<file path="config.mk">
export PLATFORM = sky130hd
export DESIGN_NAME = id_ex_stage
export DESIGN_NICKNAME = d
export VERILOG_FILES = /design/src/rtl/alu_pkg.sv /design/src/rtl/alu_ctl_dec.sv /design/src/rtl/id_ex_stage.sv
export SDC_FILE = /design/constraint.sdc
export NUM_CORES = 1
export LEC_CHECK = 0
export ABC_AREA = 1
export CAP_MARGIN = 0
export CORE_AREA = 4 4 119 121
export CTS_CLUSTER_DIAMETER = 50
export DETAILED_ROUTE_END_ITERATION = 16
export DIE_AREA = 0 0 123 125
export HOLD_SLACK_MARGIN = 0.08
export PLACE_DENSITY_LB_ADDON = 0.1
export SKIP_CTS_REPAIR_TIMING = 1
export SLEW_MARGIN = 20
export SYNTH_ARGS = -nofsm -noshare
export SYNTH_HDL_FRONTEND = slang
export SYNTH_SLANG_ARGS = --single-unit
</file>
<file path="constraint.sdc">
create_clock -name clk -period 1.38 [get_ports clk]
set_input_delay 0.138 -clock clk [delete_from_list [all_inputs] [get_ports clk]]
set_output_delay 0.138 -clock clk [all_outputs]
set_load 0.005 [all_outputs]
</file>
<file path="src/rtl/alu_pkg.sv">
// Shared ALU encodings: ctl codes driven into the 32-bit alu, ALUOp classes and R-type funct values.
package alu_pkg;

  localparam logic [2:0] CTL_AND = 3'b000;
  localparam logic [2:0] CTL_OR  = 3'b001;
  localparam logic [2:0] CTL_ADD = 3'b010;
  localparam logic [2:0] CTL_SUB = 3'b110;
  localparam logic [2:0] CTL_SLT = 3'b111;

  localparam logic [1:0] ALUOP_ADD   = 2'b00;
  localparam logic [1:0] ALUOP_SUB   = 2'b01;
  localparam logic [1:0] ALUOP_RTYPE = 2'b10;
  localparam logic [1:0] ALUOP_OR    = 2'b11;

  localparam logic [5:0] FUNCT_ADD = 6'd32;
  localparam logic [5:0] FUNCT_SUB = 6'd34;
  localparam logic [5:0] FUNCT_AND = 6'd36;
  localparam logic [5:0] FUNCT_OR  = 6'd37;
  localparam logic [5:0] FUNCT_SLT = 6'd42;

endpackage

</file>
<file path="src/rtl/alu_ctl_dec.sv">
// Combinational ALUOp/funct to ALU ctl translation; flags unsupported R-type funct values.
module alu_ctl_dec
  import alu_pkg::*;
(
  input  logic [1:0] aluop,
  input  logic [5:0] funct,
  input  logic       valid,
  output logic [2:0] ctl,
  output logic       illegal
);

  always_comb begin
    ctl     = CTL_ADD;
    illegal = 1'b0;
    unique case (aluop)
      ALUOP_ADD: ctl = CTL_ADD;
      ALUOP_SUB: ctl = CTL_SUB;
      ALUOP_OR:  ctl = CTL_OR;
      ALUOP_RTYPE: begin
        case (funct)
          FUNCT_ADD: ctl = CTL_ADD;
          FUNCT_SUB: ctl = CTL_SUB;
          FUNCT_AND: ctl = CTL_AND;
          FUNCT_OR:  ctl = CTL_OR;
          FUNCT_SLT: ctl = CTL_SLT;
          // Unknown funct falls back to add; only a live instruction is flagged.
          default: begin
            ctl     = CTL_ADD;
            illegal = valid;
          end
        endcase
      end
      default: ctl = CTL_ADD;
    endcase
  end

endmodule

</file>
<file path="src/rtl/id_ex_stage.sv">
// ID/EX pipeline register with ALU ctl decode, stall/flush and RAW operand forwarding.
// Forwarding muxes are built only when ID_EX_FORWARD_EN is defined.
module id_ex_stage
  import alu_pkg::*;
#(
  parameter int unsigned DATA_W = 32
) (
  input  logic              clk,
  input  logic              rst,
  input  logic              stall,
  input  logic              flush,
  input  logic              id_valid,
  input  logic [1:0]        id_aluop,
  input  logic [5:0]        id_funct,
  input  logic [DATA_W-1:0] id_rs_data,
  input  logic [DATA_W-1:0] id_rt_data,
  input  logic [DATA_W-1:0] id_imm,
  input  logic              id_alusrc,
  input  logic [4:0]        id_rs,
  input  logic [4:0]        id_rt,
  input  logic [4:0]        id_rd,
  input  logic              id_regdst,
  input  logic              id_regwrite,
  input  logic              exm_regwrite,
  input  logic [4:0]        exm_wreg,
  input  logic [DATA_W-1:0] exm_result,
  input  logic              mwb_regwrite,
  input  logic [4:0]        mwb_wreg,
  input  logic [DATA_W-1:0] mwb_result,
  output logic              ex_valid,
  output logic [2:0]        ctl,
  output logic [DATA_W-1:0] dataA,
  output logic [DATA_W-1:0] dataB,
  output logic [DATA_W-1:0] ex_store_data,
  output logic [4:0]        ex_wreg,
  output logic              ex_regwrite,
  output logic              ex_illegal
);

  typedef struct packed {
    logic              valid;
    logic [2:0]        ctl;
    logic              illegal;
    logic [4:0]        wreg;
    logic              regwrite;
    logic [4:0]        rs;
    logic [4:0]        rt;
    logic [DATA_W-1:0] rs_data;
    logic [DATA_W-1:0] rt_data;
    logic [DATA_W-1:0] imm;
    logic              alusrc;
  } ex_regs_t;

  ex_regs_t   stage_q, stage_d, load, bubble;
  logic [2:0] dec_ctl;
  logic       dec_illegal;

  alu_ctl_dec u_alu_ctl_dec (
    .aluop   (id_aluop),
    .funct   (id_funct),
    .valid   (id_valid),
    .ctl     (dec_ctl),
    .illegal (dec_illegal)
  );

  always_comb begin
    bubble     = '0;
    bubble.ctl = CTL_ADD;

    load          = '0;
    load.valid    = id_valid;
    load.ctl      = dec_ctl;
    load.illegal  = dec_illegal;
    load.wreg     = id_regdst ? id_rd : id_rt;
    load.regwrite = id_regwrite & id_valid;
    load.rs       = id_rs;
    load.rt       = id_rt;
    load.rs_data  = id_rs_data;
    load.rt_data  = id_rt_data;
    load.imm      = id_imm;
    load.alusrc   = id_alusrc;

    // Flush outranks stall so a squashed instruction never lingers.
    stage_d = stage_q;
    if (flush) begin
      stage_d = bubble;
    end else if (!stall) begin
      stage_d = load;
    end
  end

  always_ff @(posedge clk) begin
    if (rst) begin
      stage_q <= bubble;
    end else begin
      stage_q <= stage_d;
    end
  end

  logic [DATA_W-1:0] fwd_rs, fwd_rt;

`ifdef ID_EX_FORWARD_EN
  // EX/MEM is the younger producer, so it is checked first; r0 is hardwired zero.
  always_comb begin
    fwd_rs = stage_q.rs_data;
    if (exm_regwrite && (exm_wreg != 5'd0) && (exm_wreg == stage_q.rs)) begin
      fwd_rs = exm_result;
    end else if (mwb_regwrite && (mwb_wreg != 5'd0) && (mwb_wreg == stage_q.rs)) begin
      fwd_rs = mwb_result;
    end
  end

  always_comb begin
    fwd_rt = stage_q.rt_data;
    if (exm_regwrite && (exm_wreg != 5'd0) && (exm_wreg == stage_q.rt)) begin
      fwd_rt = exm_result;
    end else if (mwb_regwrite && (mwb_wreg != 5'd0) && (mwb_wreg == stage_q.rt)) begin
      fwd_rt = mwb_result;
    end
  end
`else
  assign fwd_rs = stage_q.rs_data;
  assign fwd_rt = stage_q.rt_data;

  logic unused_fwd;
  assign unused_fwd = ^{exm_regwrite, exm_wreg, exm_result, mwb_regwrite, mwb_wreg, mwb_result,
                        stage_q.rs, stage_q.rt};
`endif

  assign ex_valid      = stage_q.valid;
  assign ctl           = stage_q.ctl;
  assign ex_illegal    = stage_q.illegal;
  assign ex_wreg       = stage_q.wreg;
  assign ex_regwrite   = stage_q.regwrite & stage_q.valid;
  assign dataA         = fwd_rs;
  assign dataB         = stage_q.alusrc ? stage_q.imm : fwd_rt;
  assign ex_store_data = fwd_rt;

endmodule

</file>
=== Word level (Yosys, flattened, before mapping) ===
Cells that the tools add are included.

* Logic and storage cells: 28
* Flip-flop bits (word level): 108
* Output and inout bits: 107
* Input bits: 203

* Bitwise operators: 2
* Mux-type cells: 6
* Equal/unequal tests: 8
* Reduce and logical (&&, ||, !) cells: 3

{| class="wikitable"
|+ Operators by type and width
! cell !! number
|-
| $mux W32 || 1
|-
| $eq A6 B6 Y1 const B || 5
|-
| $pmux W3 S4 || 2
|-
| $mux W5 || 1
|-
| $reduce_or A5 Y1 || 1
|-
| $eq A2 B2 Y1 const B || 2
|-
| $and A1 B1 Y1 || 2
|-
| $eq A2 B1 Y1 const B || 1
|-
| $logic_not A2 Y1 || 1
|-
| $mux W1 || 2
|-
| $reduce_or A2 Y1 || 1
|}

=== Logic depth before layout (Yosys ltp) ===
Gate-level depths: netlist (run 1).

* Depth after elaboration: 4
* Mapped depth: 7
* Depth with buffers taken out: 7

=== Hierarchy ===
A second synthesis (run 1) with hierarchy kept.

* Cells, all modules: 703
* Area, all modules: 5343.9 µm²

{| class="wikitable"
|+ Modules (own cells, without submodules)
! module !! cells an instance !! times used !! area each (µm²) !! seq. area each (µm²)
|-
| id_ex_stage || 668 || 1 || 5182.5 || 2162.1
|-
| alu_ctl_dec || 35 || 1 || 161.4 || 0.0
|}

=== Worst setup path before layout (run 1) ===
OpenSTA, ideal clock, no wires.

* Path kind: reg-to-output
* From: reg stage_q[0] in the netlist's numbering
* To: out dataB[13]
* Arrival: 810 ps
* Path buffers: 2
* Slack: 432 ps
* Stages on the path, launching flop included: 4
* Required time: 1242 ps
* Cell sequence: dfxtp_1 buf_2 clkbuf_1 o21ai_0

* Word-level cells in the longest chain between the ends: 1

{| class="wikitable"
|+ RTL lines
! what !! line !! text
|-
| start, declared || id_ex_stage.sv:54 || <nowiki>ex_regs_t stage_q, stage_d, load, bubble;</nowiki>
|-
| start signal, assigned || id_ex_stage.sv:94 || <nowiki>stage_q <= bubble;</nowiki>
|-
| start signal, assigned || id_ex_stage.sv:96 || <nowiki>stage_q <= stage_d;</nowiki>
|-
| $mux W32 || id_ex_stage.sv:136 || <nowiki>assign dataB = stage_q.alusrc ? stage_q.imm : fwd_rt;</nowiki>
|-
| end, declared || id_ex_stage.sv:33 || <nowiki>output logic [DATA_W-1:0] dataB,</nowiki>
|}

Every way passes these cells.

=== Final worst setup path (run 1) ===
* From: reg stage_q[0] in the netlist's numbering
* To: out dataB[0]

The elaborated chain is that of the path after synthesis.

==> reports/metrics.yaml, run 1 <==
holdCritPathClass: "primary input to register"
drive_gt1_share_pct: 11.8
diodes: 0
route.detailed.drc: 0
p_sw_mw: 1.61
port_buffers: 228
intPower_mw: 5.42
end_kind: "primary output"
synth_area_mm2: 0.00482
start_kind: "register"
syn_inst: 647
violations: "negative setup slack"
placed_cell_area_mm2: 0.00671
r2r_start: "stage_q[0]$_SDFFE_PP0N_"
first_pass_iters: 4
rows: 42
p_leak_nw: 3.21
crit_fanout: 5
critPathArrivalTime_ps: 1520
crit_buf_inv: 5
route.met2.wl_mm: 6.80
hold_viol_final: 0
dieHeight_um: 125
clockRootBuffer: "clkbuf_16"
hpwl_mm: 9.85
grt_max_degree: 84
post-synth-top-area-cell: "dfxtp_1"
clockPowerShare_pct: 38.3
cpLargestDelayFamily: "buffers and inverters"
grt_pass1_vias: 4270
worstPathCellList: "buf_6 -> clkbuf_16 -> buf_8 -> buf_4 -> nand2_1 -> o21ai_1 -> clkbuf_2"
cts.clk_slew.worst_paths_ps: 70
cpMaxStageDelayCell: "dfxtp_4"
dr.first_iter.drc_count: 237
coreArea_mm2: 0.0131
slew_violations: 0
grt_pass1_wl_mm: 21.3
wl_met1_mm: 5.91
wl_per_cell_um: 14.5
h-tree-depth: 3
ys_seq_elements: 108
yosys.area.top_type_share_pct: 44.8
grt.total_usage_pct: 17.2
finalCritPeriodShare_pct: 120
start_util_pct: 36.8
die_area_mm2: 0.0154
cts_sinks: 108
drtAntennaViolNets: 0
setup_viol: 21
placedCellCount: 953
reg2reg_to: "stage_q[0]$_SDFFE_PP0N_"
fmax_ghz: 0.601
switching_share_pct: 22.9
path_class: "register to primary output"
synth-seq-area-share_pct: 44.8
ys_warn_count: 0
worst_slack_ps: -283
ys_types: 18
clk_latency_ps: 330
cts_max_path_buffers: 2
p_comb_share_pct: 15.1
worstHoldStart: "stall"
max_stage_delay_ps: 390
final_nets: 1004
synth.avg_cell_area_um2: 7.45
wl_met3_mm: 1.18
syn_nets: 850
ff2ff_path_depth: 4
place_congestion: 0.735
status: "complete, but fails checks"
cts_tree: "built"
die_w_um: 123
ios: 310
synthTopCellsByArea: "dfxtp_1 45%, nand2_1 13%, buf_4 13%"
vias: 4487
min_to: "ex_valid$_SDFFE_PP0N_"
design_area_mm2: 0.00721
syn2layout_area_growth_pct: 49.6
rsz0062_at_grt: "true"
holdPathStages: 4
relSlewSlack_pct: 77.4
power_density_mw_per_mm2: 975
vdd_drop_max_uv: 498
fin_crit_ps: 1660
stdcell_count: 982
totalPowerFinal_mw: 7.03
cts_buffers: 9
top_layer: "met4"
seqPwrFrac_pct: 46.7
worst_slew_pin_slew_ps: 338
antenna_found_initial: 0
clock_skew_ps: 0
overflow: 0
reg2reg_slack_ps: 430
vias_per_cell: 4.57
totalWireLength_mm: 14.2
cap_viol_max_count: 0
crit_required_ps: 1240
flip-flops by register name (all words and copies together), names as in the netlist:
signal,flops
ctl,3
dataA,32
ex_illegal,1
ex_store_data,32
ex_valid,1
ex_wreg,5
stage_q,34
Yosys cell counts (all sizes together):
cell    number
nand4        2
nand2      173
nand3        7
mux2         5
clkbuf       6
a21oi      102
dfxtp      108
nor2        20
buf        106
o21ai       71
inv         47
power groups by stage:
| stage | clock [mW] | combinational, mW | sequential, mW |
|---|---|---|---|
| floorplan | 0 | 0.480 | 3.34 |
| finish | 2.69 | 1.06 | 3.28 |
| global route | 2.89 | 1.16 | 3.30 |
| global placement | 0 | 1.04 | 3.35 |
| CTS | 2.76 | 1.06 | 3.28 |
| detailed placement | 0 | 1.05 | 3.35 |
cell type report:
cell class	instances	area, um2
timing repair buffer	255	2570
inverter	47	176
tap	176	220
multi-input combinational	380	1760
sequential	108	2170
clock buffer	13	270
clock inverter	3	43.8
fill	1264	5870
worst reg2reg max path, stage by stage, from the launching register on:
cell       delay, ps
dfxtp_4          410
buf_4            140
clkbuf_16        150
nand2_1           50
a21oi_1          130
per-layer routing:
metal,up-vias,GRT usage [%]
li1,2297,-
met5,-,0
met1,2009,20.6
met3,23,5.42
met2,158,28.3
met4,0,7.04
stage by stage:
step / TNS, ps / hold slack (ps) / worst slack [ps] / util (%)
after global placement: -252 / 442 / -71.8 / 51.3
after detailed placement: -544 / 451 / -125 / 51.3
after global routing: -3180 / 198 / -321 / 55.1
after floorplan: 0 / 278 / 432 / -
after CTS: -12100 / 175 / -498 / 53.7
final: -1920 / 184 / -283 / 55.1
cells by family after synthesis:
family / after synthesis / share of synthesized area (%)
simple gates: 202 / 16.2
buf+inv: 159 / 19.9
compound gates: 173 / 18.0
mux: 5 / 1.17
flops: 108 / 44.8
worst max path at each step:
stage | startpoint | endpoint | slack, ps | cells past startpoint
after global placement | stage_q[0]$_SDFFE_PP0N_ | dataB[28] | -70 | 3
after floorplan | stage_q[0]$_SDFFE_PP0N_ | dataB[13] | 430 | 3
final | stage_q[0]$_SDFFE_PP0N_ | dataB[0] | -280 | 7
after detailed placement | stage_q[0]$_SDFFE_PP0N_ | dataB[0] | -120 | 4
after global routing | stage_q[0]$_SDFFE_PP0N_ | dataB[0] | -320 | 7
after CTS | stage_q[0]$_SDFFE_PP0N_ | dataB[0] | -500 | 4
placed cells by master, fill, tap and decap left out, types with 5 or more instances in the layout:
| master | n |
|---|---|
| o21ai_0 | 48 |
| o21ai_2 | 14 |
| nand3_1 | 7 |
| nand2_1 | 170 |
| dlymetal6s2s_1 | 26 |
| dfxtp_1 | 105 |
| inv_1 | 45 |
| o21ai_1 | 9 |
| buf_2 | 14 |
| clkbuf_2 | 10 |
| buf_4 | 15 |
| clkdlybuf4s50_1 | 177 |
| nor2_1 | 19 |
| buf_12 | 6 |
| a21oi_1 | 102 |
| mux2_2 | 5 |
| clkbuf_16 | 12 |
Power figures use the tool's default switching activity.
==> run 2, diff against run 1 <==
--- a/config.mk
+++ b/config.mk
@@ -6,7 +6,6 @@
 export NUM_CORES = 1
 export LEC_CHECK = 0
 export ABC_AREA = 1
-export CAP_MARGIN = 0
 export CORE_AREA = 4 4 119 121
 export CTS_CLUSTER_DIAMETER = 50
 export DETAILED_ROUTE_END_ITERATION = 16
==> results of run 2 <==
Same layout as run 1: the final DEF is identical, and so are final timing and power.
